[src/rtl/nn_isa_pkg.sv]
// NN core ISA definitions: opcodes, instruction field positions,
// opcode legality and the fetch front-end state encoding.
package nn_isa_pkg;

   localparam int INSTR_W = 16;

   localparam int OP_HI = 15;
   localparam int OP_LO = 12;
   localparam int RD_HI = 11;
   localparam int RD_LO = 8;
   localparam int RS_HI = 7;
   localparam int RS_LO = 4;
   localparam int RT_HI = 3;
   localparam int RT_LO = 0;

   localparam logic [3:0] OP_NOP  = 4'h0;
   localparam logic [3:0] OP_ADD  = 4'h1;
   localparam logic [3:0] OP_MUL  = 4'h2;
   localparam logic [3:0] OP_SLT  = 4'h3;
   localparam logic [3:0] OP_MAC  = 4'h4;
   localparam logic [3:0] OP_ADDI = 4'h9;
   localparam logic [3:0] OP_HALT = 4'hB;
   localparam logic [3:0] OP_LD   = 4'hE;
   localparam logic [3:0] OP_ST   = 4'hF;

   typedef enum logic [1:0] {
      FS_IDLE,
      FS_RUN,
      FS_DRAIN,
      FS_HALTED
   } fetchState_t;

   function automatic logic opcode_legal(input logic [3:0] op);
      logic ok;
      ok = 1'b0;
      case (op)
         OP_NOP, OP_ADD, OP_MUL, OP_SLT, OP_MAC,
         OP_ADDI, OP_HALT, OP_LD, OP_ST: ok = 1'b1;
         default: ok = 1'b0;
      endcase
      return ok;
   endfunction

endpackage

[src/rtl/nn_issue_fifo.sv]
// Synchronous issue buffer with flush; head word is read
// combinationally from storage.
module nn_issue_fifo #(
   parameter int WIDTH = 24,
   parameter int DEPTH = 4
) (
   input  logic                     clk,
   input  logic                     rst_n,
   input  logic                     flush,
   input  logic                     push,
   input  logic [WIDTH-1:0]         pushData,
   input  logic                     pop,
   output logic [WIDTH-1:0]         popData,
   output logic [$clog2(DEPTH):0]   count
);

   localparam int PW = $clog2(DEPTH);

   logic [WIDTH-1:0] store [DEPTH];
   logic [PW-1:0]    wrPtr;
   logic [PW-1:0]    rdPtr;
   logic             full;
   logic             empty;
   logic             doPush;
   logic             doPop;

   assign full    = (count == (PW+1)'(DEPTH));
   assign empty   = (count == '0);
   assign doPop   = pop && !empty;
   assign doPush  = push && (!full || doPop);
   assign popData = store[rdPtr];

   // Pointer and occupancy bookkeeping.
   always_ff @(posedge clk) begin
      if (!rst_n || flush) begin
         wrPtr <= '0;
         rdPtr <= '0;
         count <= '0;
      end else begin
         if (doPush) wrPtr <= wrPtr + 1'b1;
         if (doPop)  rdPtr <= rdPtr + 1'b1;
         unique case ({doPush, doPop})
            2'b10:   count <= count + 1'b1;
            2'b01:   count <= count - 1'b1;
            default: count <= count;
         endcase
      end
   end

   // Word storage, written at the tail.
   always_ff @(posedge clk) begin
      if (doPush) store[wrPtr] <= pushData;
   end

endmodule

[src/rtl/nn_instr_fetch_issue.sv]
// NN core fetch/issue front end: PC walk, opcode check, issue buffer.
// Optional issue counter enabled by defining NN_ISSUE_CNT_EN.
module nn_instr_fetch_issue
   import nn_isa_pkg::*;
#(
   parameter int AW         = 8,
   parameter int BOOT_ADDR  = 0,
   parameter int FIFO_DEPTH = 4
) (
   input  logic               clk,
   input  logic               rst_n,
   input  logic               start,
   output logic               imem_en,
   output logic [AW-1:0]      imem_addr,
   input  logic [INSTR_W-1:0] imem_rdata,
   output logic               instr_valid,
   input  logic               instr_ready,
   output logic [INSTR_W-1:0] instr,
   output logic [AW-1:0]      instr_pc,
   output logic               busy,
   output logic               halted,
   output logic               op_err
`ifdef NN_ISSUE_CNT_EN
   ,
   output logic [15:0]        issue_cnt
`endif
);

   localparam logic [AW-1:0] BOOT = AW'(BOOT_ADDR);
   localparam int CW = $clog2(FIFO_DEPTH) + 1;

   fetchState_t          state;
   fetchState_t          stateNext;
   logic [AW-1:0]        pc;
   logic [AW-1:0]        inflightPc;
   logic                 inflight;
   logic                 opErr;
   logic                 startOk;
   logic                 fetchEn;
   logic                 retValid;
   logic                 retLegal;
   logic                 retHalt;
   logic                 push;
   logic                 pop;
   logic [CW-1:0]        fifoCount;
   logic [INSTR_W+AW-1:0] headWord;

   assign startOk  = start && (state == FS_IDLE || state == FS_HALTED);
   assign fetchEn  = (state == FS_RUN) &&
                     (int'(fifoCount) + int'(inflight) < FIFO_DEPTH);
   assign retValid = inflight && (state == FS_RUN);
   assign retLegal = opcode_legal(imem_rdata[OP_HI:OP_LO]);
   assign retHalt  = (imem_rdata[OP_HI:OP_LO] == OP_HALT);
   assign push     = retValid && retLegal;
   assign pop      = instr_valid && instr_ready;

   assign imem_en     = fetchEn;
   assign imem_addr   = pc;
   assign instr_valid = (fifoCount != '0);
   assign instr       = instr_valid ? headWord[INSTR_W+AW-1:AW] : '0;
   assign instr_pc    = instr_valid ? headWord[AW-1:0] : '0;
   assign busy        = (state == FS_RUN) || (state == FS_DRAIN);
   assign halted      = (state == FS_HALTED) && !opErr;
   assign op_err      = opErr;

   nn_issue_fifo #(
      .WIDTH (INSTR_W + AW),
      .DEPTH (FIFO_DEPTH)
   ) uFifo (
      .clk      (clk),
      .rst_n    (rst_n),
      .flush    (startOk),
      .push     (push),
      .pushData ({imem_rdata, inflightPc}),
      .pop      (pop),
      .popData  (headWord),
      .count    (fifoCount)
   );

   // Run-state transitions; DRAIN ends once the last buffered word leaves.
   always_comb begin
      stateNext = state;
      unique case (state)
         FS_IDLE:   if (start) stateNext = FS_RUN;
         FS_RUN:    if (retValid && (retHalt || !retLegal))
                       stateNext = FS_DRAIN;
         FS_DRAIN:  if (fifoCount == '0 ||
                        (fifoCount == CW'(1) && pop))
                       stateNext = FS_HALTED;
         FS_HALTED: if (start) stateNext = FS_RUN;
         default:   stateNext = FS_IDLE;
      endcase
   end

   // State, PC, in-flight tracking and sticky error flag.
   always_ff @(posedge clk) begin
      if (!rst_n) begin
         state      <= FS_IDLE;
         pc         <= BOOT;
         inflightPc <= BOOT;
         inflight   <= 1'b0;
         opErr      <= 1'b0;
      end else begin
         state <= stateNext;
         if (startOk) begin
            pc       <= BOOT;
            inflight <= 1'b0;
            opErr    <= 1'b0;
         end else begin
            if (fetchEn) begin
               pc         <= pc + 1'b1;
               inflightPc <= pc;
            end
            inflight <= fetchEn;
            if (retValid && !retLegal) opErr <= 1'b1;
         end
      end
   end

`ifdef NN_ISSUE_CNT_EN
   // Saturating count of issued words since the last start.
   always_ff @(posedge clk) begin
      if (!rst_n || startOk) begin
         issue_cnt <= '0;
      end else if (pop && issue_cnt != 16'hFFFF) begin
         issue_cnt <= issue_cnt + 1'b1;
      end
   end
`endif

endmodule

[config.mk]
export PLATFORM = sky130hd
export DESIGN_NAME = nn_instr_fetch_issue
export DESIGN_NICKNAME = d
export VERILOG_FILES = /design/src/rtl/nn_isa_pkg.sv /design/src/rtl/nn_issue_fifo.sv /design/src/rtl/nn_instr_fetch_issue.sv
export SDC_FILE = /design/constraint.sdc
export NUM_CORES = 1
export LEC_CHECK = 0
export ABC_AREA = 0
export BUFFER_PORTS_ARGS = -buffer_cell sky130_fd_sc_hd__buf_2
export CAP_MARGIN = 40
export CORE_MARGIN = 1
export CORE_UTILIZATION = 55
export CTS_BUF_LIST = sky130_fd_sc_hd__clkbuf_4 sky130_fd_sc_hd__clkbuf_8
export DETAILED_ROUTE_END_ITERATION = 7
export GPL_ROUTABILITY_DRIVEN = 0
export MAX_ROUTING_LAYER = met4
export PLACE_DENSITY = 0.81
export SLEW_MARGIN = 10
export SYNTH_ARGS = -nofsm -noshare
export SYNTH_HDL_FRONTEND = slang
export SYNTH_SLANG_ARGS = --single-unit
export TNS_END_PERCENT = 50
[constraint.sdc]
create_clock -name clk -period 2.5 [get_ports clk]
set_clock_uncertainty 0.05 [all_clocks]
set_input_delay 0.375 -clock clk [delete_from_list [all_inputs] [get_ports clk]]
set_output_delay 0.375 -clock clk [all_outputs]
set_load 0.01 [all_outputs]
; ---- After elaboration in Yosys (flattened, before gate mapping)
; Memory sizes are Yosys's and may differ from the RTL's. A register that Yosys moved wholly into a read port is not among the register bits.
; Index checks and enable logic that the tools add are counted.
[totals]
reg_bits = 27
mem_bits_rw = 96
rom_bits = 16
in_bits = 20
output_inout_bits = 37
elab_cells = 71
mem_count = 2
[op_classes]
addsub = 6
n_lt_le_gt_ge = 1
eq_ne = 11
n_mux = 11
n_bitwise = 2
n_reduce_logical = 30
[mem_list]
columns = name, depth, word_bits, read_ports, rd_clocked_by_memory_dff, wr, line
row1 = uFifo.store, 4, 24, 1, 1, 1, nn_issue_fifo.sv:19  ; logic [WIDTH-1:0] store [DEPTH];
row2 = (name not given), 16, 1, 1, 0, 0, nn_isa_pkg.sv:36  ; case (op)
[op_table]
columns = cell, n
row1 = 16-bit 2-to-1 mux, 1
row2 = 1-bit logical AND, 11
row3 = 2-bit 2-to-1 mux, 5
row4 = "8-bit by 1-bit adder with 8-bit output, second input constant", 1
row5 = 8-bit 2-to-1 mux, 1
row6 = "2-bit == test, second input constant", 3
row7 = 1-bit logical OR, 6
row8 = "2-bit by 1-bit != test with 1-bit output, second input constant", 3
row9 = 2-bit one-hot mux with 3 select lines, 1
row10 = 3-bit one-hot mux with 2 select lines, 1
row11 = 1-bit zero test, 5
row12 = "2-bit by 1-bit adder with 2-bit output, second input constant", 2
row13 = 3-bit by 1-bit adder with 4-bit output, 1
row14 = "2-bit by 1-bit == test with 1-bit output, second input constant", 2
row15 = "4-bit == test, second input constant", 1
row16 = "4-bit by 3-bit < comparator with 1-bit output, second input constant", 1
row17 = 2-bit OR reduction, 2
row18 = "3-bit by 1-bit adder with 3-bit output, second input constant", 1
row19 = "3-bit by 1-bit == test with 1-bit output, second input constant", 1
row20 = "3-bit == test, second input constant", 1
row21 = 3-bit zero test, 1
row22 = 3-bit AND reduction, 1
row23 = 3-bit nonzero test, 1
row24 = "3-bit by 1-bit subtractor with 3-bit output, second input constant", 1
row25 = 5 further kinds, 7

; ---- Longest topological paths before layout
; Gate-level depths: netlist of the first run.
[logic_depth]
word_depth = 7
ltp_mapped = 8
ltp_nobuf = 7

; ---- Modules after synthesis
; A second synthesis of the first run with hierarchy kept.
[unflattened]
cells_unflattened = 316
hier_area_um2 = 5143.7
[by_module_without_submodules]
columns = module, n_inst, cells_per_inst, area_each_um2, seq_area_each_um2
row1 = nn_issue_fifo, 1, 178, 3933.8, 3062.9
row2 = nn_instr_fetch_issue, 1, 138, 1209.9, 400.4

; ---- Worst setup path before layout of the first run
; No wires, ideal clock.
[synth_timing]
path_type = in2reg
start = input imem_rdata[12]
end = memory uFifo.store[0][0], enable pin
setup_time_ns = 0.383
arrival_time_ns = 1.898
t_required_ns = 2.067
setup_slack_ns = 0.170
stages = 4
n_path_buf = 0
path_cell_list = or3_4 > o211a_4 > a311oi_4 > and2_1
[synth_via]
elab_chain_cells = 5
[synth_lines]
columns = item, line
row1 = "start, declared", nn_instr_fetch_issue.sv:15  ; input logic [INSTR_W-1:0] imem_rdata,
row2 = memory read 16 x 1 bit, n/a
row3 = 1-bit logical AND, nn_instr_fetch_issue.sv:54  ; assign push = retValid && retLegal;
row4 = 1-bit logical AND, nn_issue_fifo.sv:30  ; assign doPush = push && (!full || doPop);
row5 = 1-bit 2-to-1 mux, nn_issue_fifo.sv:52  ; if (doPush) store[wrPtr] <= pushData;
row6 = 1-bit 2-to-1 mux (not written as such), nn_issue_fifo.sv:52
row7 = "end, declared", nn_issue_fifo.sv:19
; Every way passes these cells.

; ---- Worst setup path in the final report of the first run
[layout_timing]
start = register uFifo.count[1]
end = output instr_pc[4]
[layout_via]
elab_chain_cells = 2
[layout_lines]
columns = item, line
row1 = "start, declared", nn_issue_fifo.sv:14  ; output logic [$clog2(DEPTH):0] count
row2 = "start signal, assigned", nn_issue_fifo.sv:43  ; 2'b10: count <= count + 1'b1;
row3 = "start signal, assigned", nn_issue_fifo.sv:44  ; 2'b01: count <= count - 1'b1;
row4 = "start signal, assigned", nn_issue_fifo.sv:45  ; default: count <= count;
row5 = 3-bit nonzero test, nn_instr_fetch_issue.sv:59  ; assign instr_valid = (fifoCount != '0);
row6 = 8-bit 2-to-1 mux, nn_instr_fetch_issue.sv:61  ; assign instr_pc = instr_valid ? headWord[AW-1:0] : '0;
row7 = "end, declared", nn_instr_fetch_issue.sv:19  ; output logic [AW-1:0] instr_pc,
; Every way passes these cells.

==> results.json, run 1 <==
{
  "ys_async_sr_fraction": 0,
  "drive_gt1_frac": 0.321,
  "cp_slowest_stage_delay_ns": 0.40,
  "p_clk_frac": 0.320,
  "hold_path_class": "in2reg",
  "track_usage": 0.202,
  "finalNetCount": 419,
  "wirelength_um": 8520,
  "sw_frac_of_total": 0.278,
  "floorplan.core_area_sq_mm": 0.00885,
  "worst_ir_drop_vdd_v": 0.000469,
  "max_cap_violations": 0,
  "min_path_cells": 1,
  "crit_type": "reg2out",
  "synth.avg_cell_area_sq_um": 16.2,
  "power.share.combinational": 0.197,
  "cts-buffers-inserted": 17,
  "grt_pass1_wl_um": 14000,
  "antenna_violations_before_repair": 0,
  "register_bit_total_from_synthesis": 125,
  "dp_hpwl_um": 5590,
  "cts-htree-levels": 4,
  "internal_power_uw": 3500,
  "final_antenna_net_count": 0,
  "synth_area_leaders": "edfxtp_1 (57%), dfxtp_1 (11%), mux4_2 (11%)",
  "avgRoutedWirePerCell_um": 16.8,
  "cts_repair_resize_count": 0,
  "most_common_library_cell_in_the_layout_ignoring_fill_and_taps": "edfxtp_1",
  "total_power_uw": 4850,
  "max_freq_mhz": 426,
  "most-common-layout-cells": "edfxtp_1 (96), buf_2 (56), and2_1 (28), dfxtp_1 (28), mux4_2 (24)",
  "total_switching_power_uw": 1350,
  "cts_setup_buffers": 0,
  "setup_tns_final_ns": 0,
  "insertedDiodeCount": 0,
  "die_area_sq_mm": 0.00966,
  "cts-root-to-sink-buffers": 2,
  "synth-edff-count": 96,
  "cts.sink_count": 125,
  "io_pins": 57,
  "tritoncts": "yes",
  "syn-num-nets": 347,
  "rows": 34,
  "setup-violations-final": 0,
  "seq_area_frac_synth": 0.679,
  "die_w_um": 98.3,
  "startpoint_type": "register",
  "yosys_warning_count": 0,
  "rsz0062_at_grt": "false",
  "synth_top_cell_area_share": 0.565,
  "max-slew-margin-rel": 0.603,
  "r2r-start": "uFifo.count[1]",
  "report.final.slew_viol_count": 0,
  "violations": "design-rule violations",
  "critical-path-slowest-cell": "dfxtp_1",
  "synth_largest_area_cell": "edfxtp_1",
  "list_of_cells_traversed_by_the_critical_path": "inv_1, ha_1, nand2b_1, buf_4, and2_1, buf_2",
  "via_per_instance_ratio": 5.48,
  "leakagePower_uw": 0.00219,
  "regToRegEndpoint": "uFifo.store[0][18]",
  "routed-via-count": 2777,
  "worst_slew_pin_slew_ns": 0.594,
  "first_global_vias": 2863,
  "timing.hold.worst.start": "imem_rdata[1]",
  "fin_crit_ns": 2.35,
  "grt_max_degree": 28,
  "syn-cell-area_sq_mm": 0.00510,
  "share_seq_of_total_power": 0.483,
  "drt_iter0_drc": 119,
  "globalRoute.totalOverflow": 0,
  "timing.critical_path.arrival_ns": 1.92,
  "timing.reg2reg.setup_slack_ns": 0.45,
  "die_h_um": 98.3,
  "synth-main-ff-cell": "edfxtp_1",
  "clk_latency_ns": 0.42,
  "whs_endpoint": "uFifo.store[0][9]",
  "fill_cells": 620,
  "post_cts_hold_buffer_count": 0,
  "cts_root_buffer": "clkbuf_8",
  "power-per-cell-area_mw_per_mm2": 814,
  "syn_inst": 314,
  "worst_setup_path_end_kind": "output port",
  "crit_path_start": "uFifo.count[1]",
  "critical_path_buf_inv_count": 3,
  "reg2regPathDepth": 5,
  "worst_path_dominant_cell_family": "buffers and inverters",
  "drt_pass1_iterations": 7,
  "portBuffers": 56,
  "outcome": "complete, but fails checks",
  "clk_pin_slew_worst_paths_ns": 0.07,
  "drcViolationCount": 8,
  "initial_utilization": 0.576,
  "worst-endpoint-required_ns": 2.08,
  "synthToLayoutAreaGrowth_pct": 16.8,
  "layout_worst_path_cycle_share": 0.939,
  "yosysUniqueCellTypes": 37,
  "hold_viol_final": 0,
  "worstPathMaxFanout": 27
}
==> logic make-up after synthesis <==
group / share of synthesized area
XOR/XNOR: 0.0172
adder cells (fa/ha/maj): 0.0319
AND/OR/NAND/NOR: 0.0910
buffers and inverters: 0.0172
multiplexers: 0.124
AO/OA/AOI/OAI: 0.0400
flip-flops: 0.679
==> metrics by stage <==
step | cells | utilization | setup WS [ns] | hold slack, ns | area [sq um]
4_1_cts | 507 | 0.673 | 0.103 | 0.0968 | 5960
6_report | 507 | 0.673 | 0.153 | 0.119 | 5960
2_1_floorplan | 314 | - | 0.170 | 0.410 | 5100
5_1_grt | 507 | 0.673 | 0.00623 | 0.0972 | 5960
3_3_place_gp | 475 | 0.632 | 0.305 | 0.440 | 5590
3_5_place_dp | 475 | 0.632 | 0.260 | 0.449 | 5590
==> routing by layer <==
metal,track usage,share of wire,up-vias,routed length [um]
met4,0.0758,0.0083,0,71
met3,0.0515,0.054,8,463
li1,-,-,1327,-
met2,0.334,0.51,83,4330
met1,0.240,0.43,1359,3660
met5,-,0,-,0
==> worst register-to-register path: cells and delay by family, from the launching register on <==
family                   cells  cell delay [ns]
flip-flops                   1             0.40
adder cells (fa/ha/maj)      1             0.29
AO/OA/AOI/OAI                1             0.46
buffers and inverters        2             0.30
AND/OR/NAND/NOR              1             0.23
==> final cells by class <==
type                            count  area [sq um]  share of cell area
Clock inverter                     14           121              0.0204
Multi-Input combinational cell    167          1550               0.260
Inverter                           11          41.3             0.00693
Timing Repair Buffer               64           403              0.0676
Tap cell                          108           135              0.0227
Sequential cell                   125          3460               0.582
Clock buffer                       18           241              0.0405
==> worst max-delay path by stage <==
stage | end | slack (ns) | cells past startpoint
2_1_floorplan | uFifo.store[0][0] | 0.17 | 4
3_3_place_gp | uFifo.store[0][12] | 0.31 | 6
3_5_place_dp | uFifo.store[3][14] | 0.26 | 6
4_1_cts | instr[15] | 0.10 | 6
5_1_grt | instr_pc[4] | 0.006 | 6
6_report | instr_pc[4] | 0.15 | 6
==> synthesized netlist by cell type (all sizes together), types with 2 or more instances <==
library cell and n:
and2 30, o211ai 2, ha 13, nor2 21, mux2i 9, nand2b 3, buf 5, o2111ai 3
xor2 5, dfxtp 29, a21oi 6, edfxtp 96, mux4 24, nor2b 2, a311oi 3, clkbuf 6
inv 11, a21o 3, nand3 5, nand4 4, o21a 2, nand2 13, a21boi 2, xnor2 5
and3 3, nor3 3
==> sequential cells by signal (all words and copies together) (netlist names), named ones only <==
name / count
state: 2
op_err: 1
uFifo.store: 96
uFifo.wrPtr: 2
uFifo.rdPtr: 2
inflight: 1
imem_addr: 8
inflightPc: 8
uFifo.count: 3
==> power groups by stage <==
stage / sequential, uW / clock [uW] / combinational (uW)
after detailed placement: 2390 / 0 / 963
final: 2340 / 1550 / 953
after global routing: 2350 / 1680 / 1060
after CTS: 2340 / 1590 / 969
after global placement: 2380 / 0 / 943
after floorplan: 2380 / 0 / 656
(Power assumes the default switching activity.)
==> inputs of run 2 (changes only) <==
CORE_UTILIZATION = 47   (was 55)
PLACE_DENSITY = 0.71   (was 0.81)
==> run 2 against run 1 <==
  * The flow now finishes without violations
  * Fmax is 1.4% higher
  * Count of clock-buffer cells in the layout up 1
  * Critical endpoint is now instr[12]
  * Die area rose by 17%
==> results.json, run 2 (synthesis results as in run 1) <==
{
  "die_w_um": 106,
  "multi_input_area_sq_mm": 0.00155,
  "fin_crit_ns": 2.31,
  "via_per_instance_ratio": 5.16,
  "cts-root-to-sink-buffers": 2,
  "routed-via-count": 2754,
  "grt_pass1_wl_um": 13900,
  "track_usage": 0.173,
  "drcViolationCount": 0,
  "worstPathMaxFanout": 27,
  "max_freq_mhz": 432,
  "setup-violations-final": 0,
  "setup_tns_final_ns": 0,
  "antenna_violations_before_repair": 0,
  "timing.reg2reg.setup_slack_ns": 0.46,
  "seqCellArea_sq_mm": 0.00346,
  "regToRegEndpoint": "uFifo.store[0][17]",
  "cts-buffers-inserted": 17,
  "power-per-cell-area_mw_per_mm2": 866,
  "place_inst": 502,
  "clk_pin_slew_worst_paths_ns": 0.07,
  "cp-endpoint": "instr[12]",
  "crit_path_start": "uFifo.count[0]",
  "layout_worst_path_cycle_share": 0.926,
  "cts-htree-levels": 4,
  "avgRoutedWirePerCell_um": 16.1,
  "worst_slew_pin_slew_ns": 0.611,
  "outcome": "complete, no violations",
  "io_pins": 57,
  "die_area_sq_mm": 0.0113,
  "timing.critical_path.arrival_ns": 1.89,
  "floorplan.core_area_sq_mm": 0.0104,
  "hold_path_class": "in2reg",
  "cts_setup_buffers": 0,
  "rows": 37,
  "max_ffs_per_register": 96,
  "synthToLayoutAreaGrowth_pct": 19.1,
  "final_core_utilization": 0.583,
  "max_cap_violations": 0,
  "most_common_library_cell_in_the_layout_ignoring_fill_and_taps": "edfxtp_1",
  "crit_type": "reg2out",
  "hold_ws_ns": 0.126,
  "worst-endpoint-required_ns": 2.08,
  "placed_area_sq_mm": 0.00562,
  "final_antenna_net_count": 0,
  "min_path_cells": 1,
  "drt_pass1_iterations": 4,
  "finalNetCount": 418,
  "tritoncts": "yes",
  "r2r-start": "uFifo.count[0]",
  "layoutNonFillerInstCount": 534,
  "cts.sink_count": 125,
  "first_global_vias": 2710,
  "hold_viol_final": 0,
  "die_h_um": 106,
  "max-slew-margin-rel": 0.592,
  "grt_max_degree": 28,
  "globalRoute.totalOverflow": 0,
  "cts_repair_resize_count": 0,
  "startpoint_type": "register",
  "drt_iter0_drc": 102,
  "fill_cells": 833,
  "initial_utilization": 0.490,
  "worst_ir_drop_vdd_v": 0.000552,
  "post_cts_hold_buffer_count": 0,
  "rsz0062_at_grt": "false",
  "insertedDiodeCount": 0,
  "dp_hpwl_um": 5400,
  "most-common-layout-cells": "edfxtp_1 (96), buf_2 (56), and2_1 (28), dfxtp_1 (28), mux4_2 (24)",
  "leakagePower_uw": 0.00225,
  "portBuffers": 56,
  "reg2regPathDepth": 5,
  "final_area_sq_mm": 0.00607,
  "largest-register": "uFifo.store",
  "clk_latency_ns": 0.42,
  "cts_root_buffer": "clkbuf_8",
  "drive_gt1_frac": 0.319,
  "worst_setup_path_end_kind": "output port",
  "wirelength_um": 8600,
  "report.final.slew_viol_count": 0
}
run 2: how the worst min path moves through the flow:
stage	startpoint	endpoint	slack, ns
floorplan	inflightPc[0]	uFifo.store[0][0]	0.41
global placement	inflightPc[1]	uFifo.store[2][1]	0.43
detailed placement	imem_addr[7]	inflightPc[7]	0.44
CTS	imem_rdata[1]	uFifo.store[2][9]	0.1
global route	imem_rdata[9]	uFifo.store[3][17]	0.10
finish	imem_rdata[1]	uFifo.store[2][9]	0.13
run 2: layout make-up:
type                            count  share of cell area
Clock buffer                       19              0.0420
Clock inverter                     13              0.0321
Inverter                           11             0.00680
Multi-Input combinational cell    167               0.255
Sequential cell                   125               0.570
Tap cell                          136              0.0280
Timing Repair Buffer               63              0.0657
run 2: power by group:
| part | leakage (uW) | internal (uW) | switching, uW |
|---|---|---|---|
| clock network | 0.000230 | 1210 | 742 |
| registers | 0.00112 | 2290 | 56.0 |
| logic | 0.000900 | 426 | 535 |
| total | 0.00225 | 3930 | 1330 |
run 2: layer usage:
layer | track usage | vias to the layer above | share of wire
li1 | - | 1327 | -
met1 | 0.225 | 1348 | 0.47
met2 | 0.255 | 64 | 0.47
met3 | 0.0570 | 15 | 0.049
met4 | 0.0625 | 0 | 0.013
met5 | - | - | 0
run 2: stage by stage:
step           setup WS [ns]  total power, uW
6_report               0.186             5260
5_1_grt               0.0191             5510
4_1_cts               0.0843             5310
3_5_place_dp           0.256             3360
3_3_place_gp           0.298             3330
2_1_floorplan          0.170             3030
run 2: critical path: stages (launching register included):
cell,delay [ns]
dfxtp_1,0.38
inv_1,0.10
ha_1,0.31
nand2b_1,0.13
buf_6,0.21
and2_1,0.19
buf_2,0.14
==> inputs of run 3 (changes only) <==
CORE_ASPECT_RATIO = 1.25   (was not set)
==> run 3 against run 2 <==
  * Sequential share of layout area rose by 0.62 points
  * Cell count shrank 0.75%
  * Die area is essentially flat
  * Worst setup slack gained 0.018 ns
  * Global-route usage up 0.11 points
  * Design area down 1.1%
  * Count of clock-buffer cells in the layout shrank 2
  * Flip-flop and latch count unchanged
  * Sequential power about the same
  * Power is 5.1% lower
  * Via count grew 0.98%
  * Combinational power hardly changed
  * Largest power group unchanged
  * Highest routed layer unchanged
==> results.json, run 3 (synthesis results as in run 1) <==
{
  "total_power_uw": 4990,
  "cts_repair_resize_count": 0,
  "drive_gt1_frac": 0.314,
  "max_freq_mhz": 435,
  "die_area_sq_mm": 0.0113,
  "topRoutingLayerUsed": "met4",
  "drcViolationCount": 0,
  "tritoncts": "yes",
  "rsz0062_at_grt": "false",
  "max-slew-margin-rel": 0.590,
  "power-per-cell-area_mw_per_mm2": 830,
  "cts-htree-levels": 4,
  "most_common_library_cell_in_the_layout_ignoring_fill_and_taps": "edfxtp_1",
  "cts-buffers-inserted": 17,
  "insertedDiodeCount": 0,
  "post_cts_hold_buffer_count": 0,
  "max_ffs_per_register": 96,
  "worst_setup_path_end_kind": "output port",
  "layout_worst_path_cycle_share": 0.919,
  "io_pins": 57,
  "min_path_cells": 1,
  "synthToLayoutAreaGrowth_pct": 17.8,
  "grt_pass1_wl_um": 14000,
  "worst-endpoint-required_ns": 2.08,
  "via_per_instance_ratio": 5.25,
  "crit_type": "reg2out",
  "worst_ir_drop_vdd_v": 0.000464,
  "first_global_vias": 2846,
  "route.layer.met1.wl_um": 3800,
  "hold_path_class": "in2reg",
  "final_antenna_net_count": 0,
  "cts-root-to-sink-buffers": 2,
  "timing.hold.worst.start": "imem_rdata[0]",
  "die_h_um": 118,
  "track_usage": 0.174,
  "dp_hpwl_um": 5680,
  "portBuffers": 56,
  "floorplan.core_area_sq_mm": 0.0106,
  "cts_setup_buffers": 0,
  "r2r-start": "uFifo.count[0]",
  "drt_iter0_drc": 106,
  "reg2regPathDepth": 5,
  "timing.critical_path.arrival_ns": 1.87,
  "grt_max_degree": 25,
  "drt_pass1_iterations": 6,
  "fin_crit_ns": 2.30,
  "whs_endpoint": "uFifo.store[1][8]",
  "initial_utilization": 0.483,
  "rows": 42,
  "wl_met3_um": 366,
  "cts.sink_count": 125,
  "setup_tns_final_ns": 0,
  "setup-violations-final": 0,
  "globalRoute.totalOverflow": 0,
  "worstPathMaxFanout": 14,
  "max_cap_violations": 0,
  "clk_latency_ns": 0.41,
  "hold_viol_final": 0,
  "die_w_um": 95.2,
  "report.final.slew_viol_count": 0,
  "finalNetCount": 419,
  "avgRoutedWirePerCell_um": 16.6,
  "outcome": "complete, no violations",
  "startpoint_type": "register",
  "cts_root_buffer": "clkbuf_8",
  "leakagePower_uw": 0.00221,
  "routed-via-count": 2781,
  "met2_wirelength_um": 4560,
  "regToRegEndpoint": "uFifo.store[0][22]",
  "largest-register": "uFifo.store",
  "wirelength_um": 8810,
  "worst_slew_pin_slew_ns": 0.613,
  "clk_pin_slew_worst_paths_ns": 0.07,
  "timing.reg2reg.setup_slack_ns": 0.46,
  "antenna_violations_before_repair": 0,
  "most-common-layout-cells": "edfxtp_1 (96), buf_2 (56), and2_1 (28), dfxtp_1 (28), mux4_2 (24)"
}
run 3: changes by cell type in the layout (fill, tap and decap cells not counted), sizes merged:
| cell | delta |
|---|---|
| bufinv | -2 |
| clkbuf | -2 |
| clkinvlp | +2 |
| buf | +1 |
| clkinv | +1 |
run 3: how the worst max path moves through the flow:
stage / from / to / slack, ns / cells after the start
after floorplan: imem_rdata[12] / uFifo.store[0][0] / 0.17 / 4
after global placement: imem_rdata[12] / uFifo.store[0][12] / 0.29 / 6
after detailed placement: imem_rdata[12] / uFifo.store[0][17] / 0.26 / 6
after CTS: uFifo.count[0] / instr_pc[7] / 0.14 / 6
after global routing: uFifo.count[0] / instr[12] / 0.05 / 6
final: uFifo.count[0] / instr[13] / 0.20 / 6
run 3: where the power goes:
| part | internal [uW] | switching [uW] |
|---|---|---|
| clock | 962 | 725 |
| combinational | 430 | 529 |
| sequential | 2290 | 55.8 |
run 3: critical path, cell delays in order (launching register included):
cell and delay [ns]:
dfxtp_1 0.38, inv_1 0.10, ha_1 0.31, nand2b_1 0.15
buf_4 0.20, and2_1 0.18, buf_2 0.14
run 3: metal layers:
| metal | global-route usage | up-vias |
|---|---|---|
| met5 | - | - |
| met2 | 0.287 | 73 |
| met3 | 0.0380 | 9 |
| met4 | 0.0682 | 0 |
| li1 | - | 1331 |
| met1 | 0.206 | 1368 |
run 3: layout make-up:
type                    count  area (sq um)
clock buffers              17           234
inverters                  11          41.3
fillers                   827          4550
clock inverters            14           153
well taps                 132           165
flip-flops and latches    125          3460
repair buffers             64           403
multi-input cells         167          1550
run 3: stage by stage:
step	instances	hold WS [ns]	setup WS, ns	cell area (sq um)	utilization
4_1_cts	530	0.109	0.138	6010	0.569
5_1_grt	530	0.112	0.0510	6010	0.569
3_3_place_gp	499	0.432	0.291	5620	0.532
2_1_floorplan	314	0.410	0.170	5100	-
6_report	530	0.131	0.204	6010	0.569
3_5_place_dp	499	0.436	0.256	5620	0.532
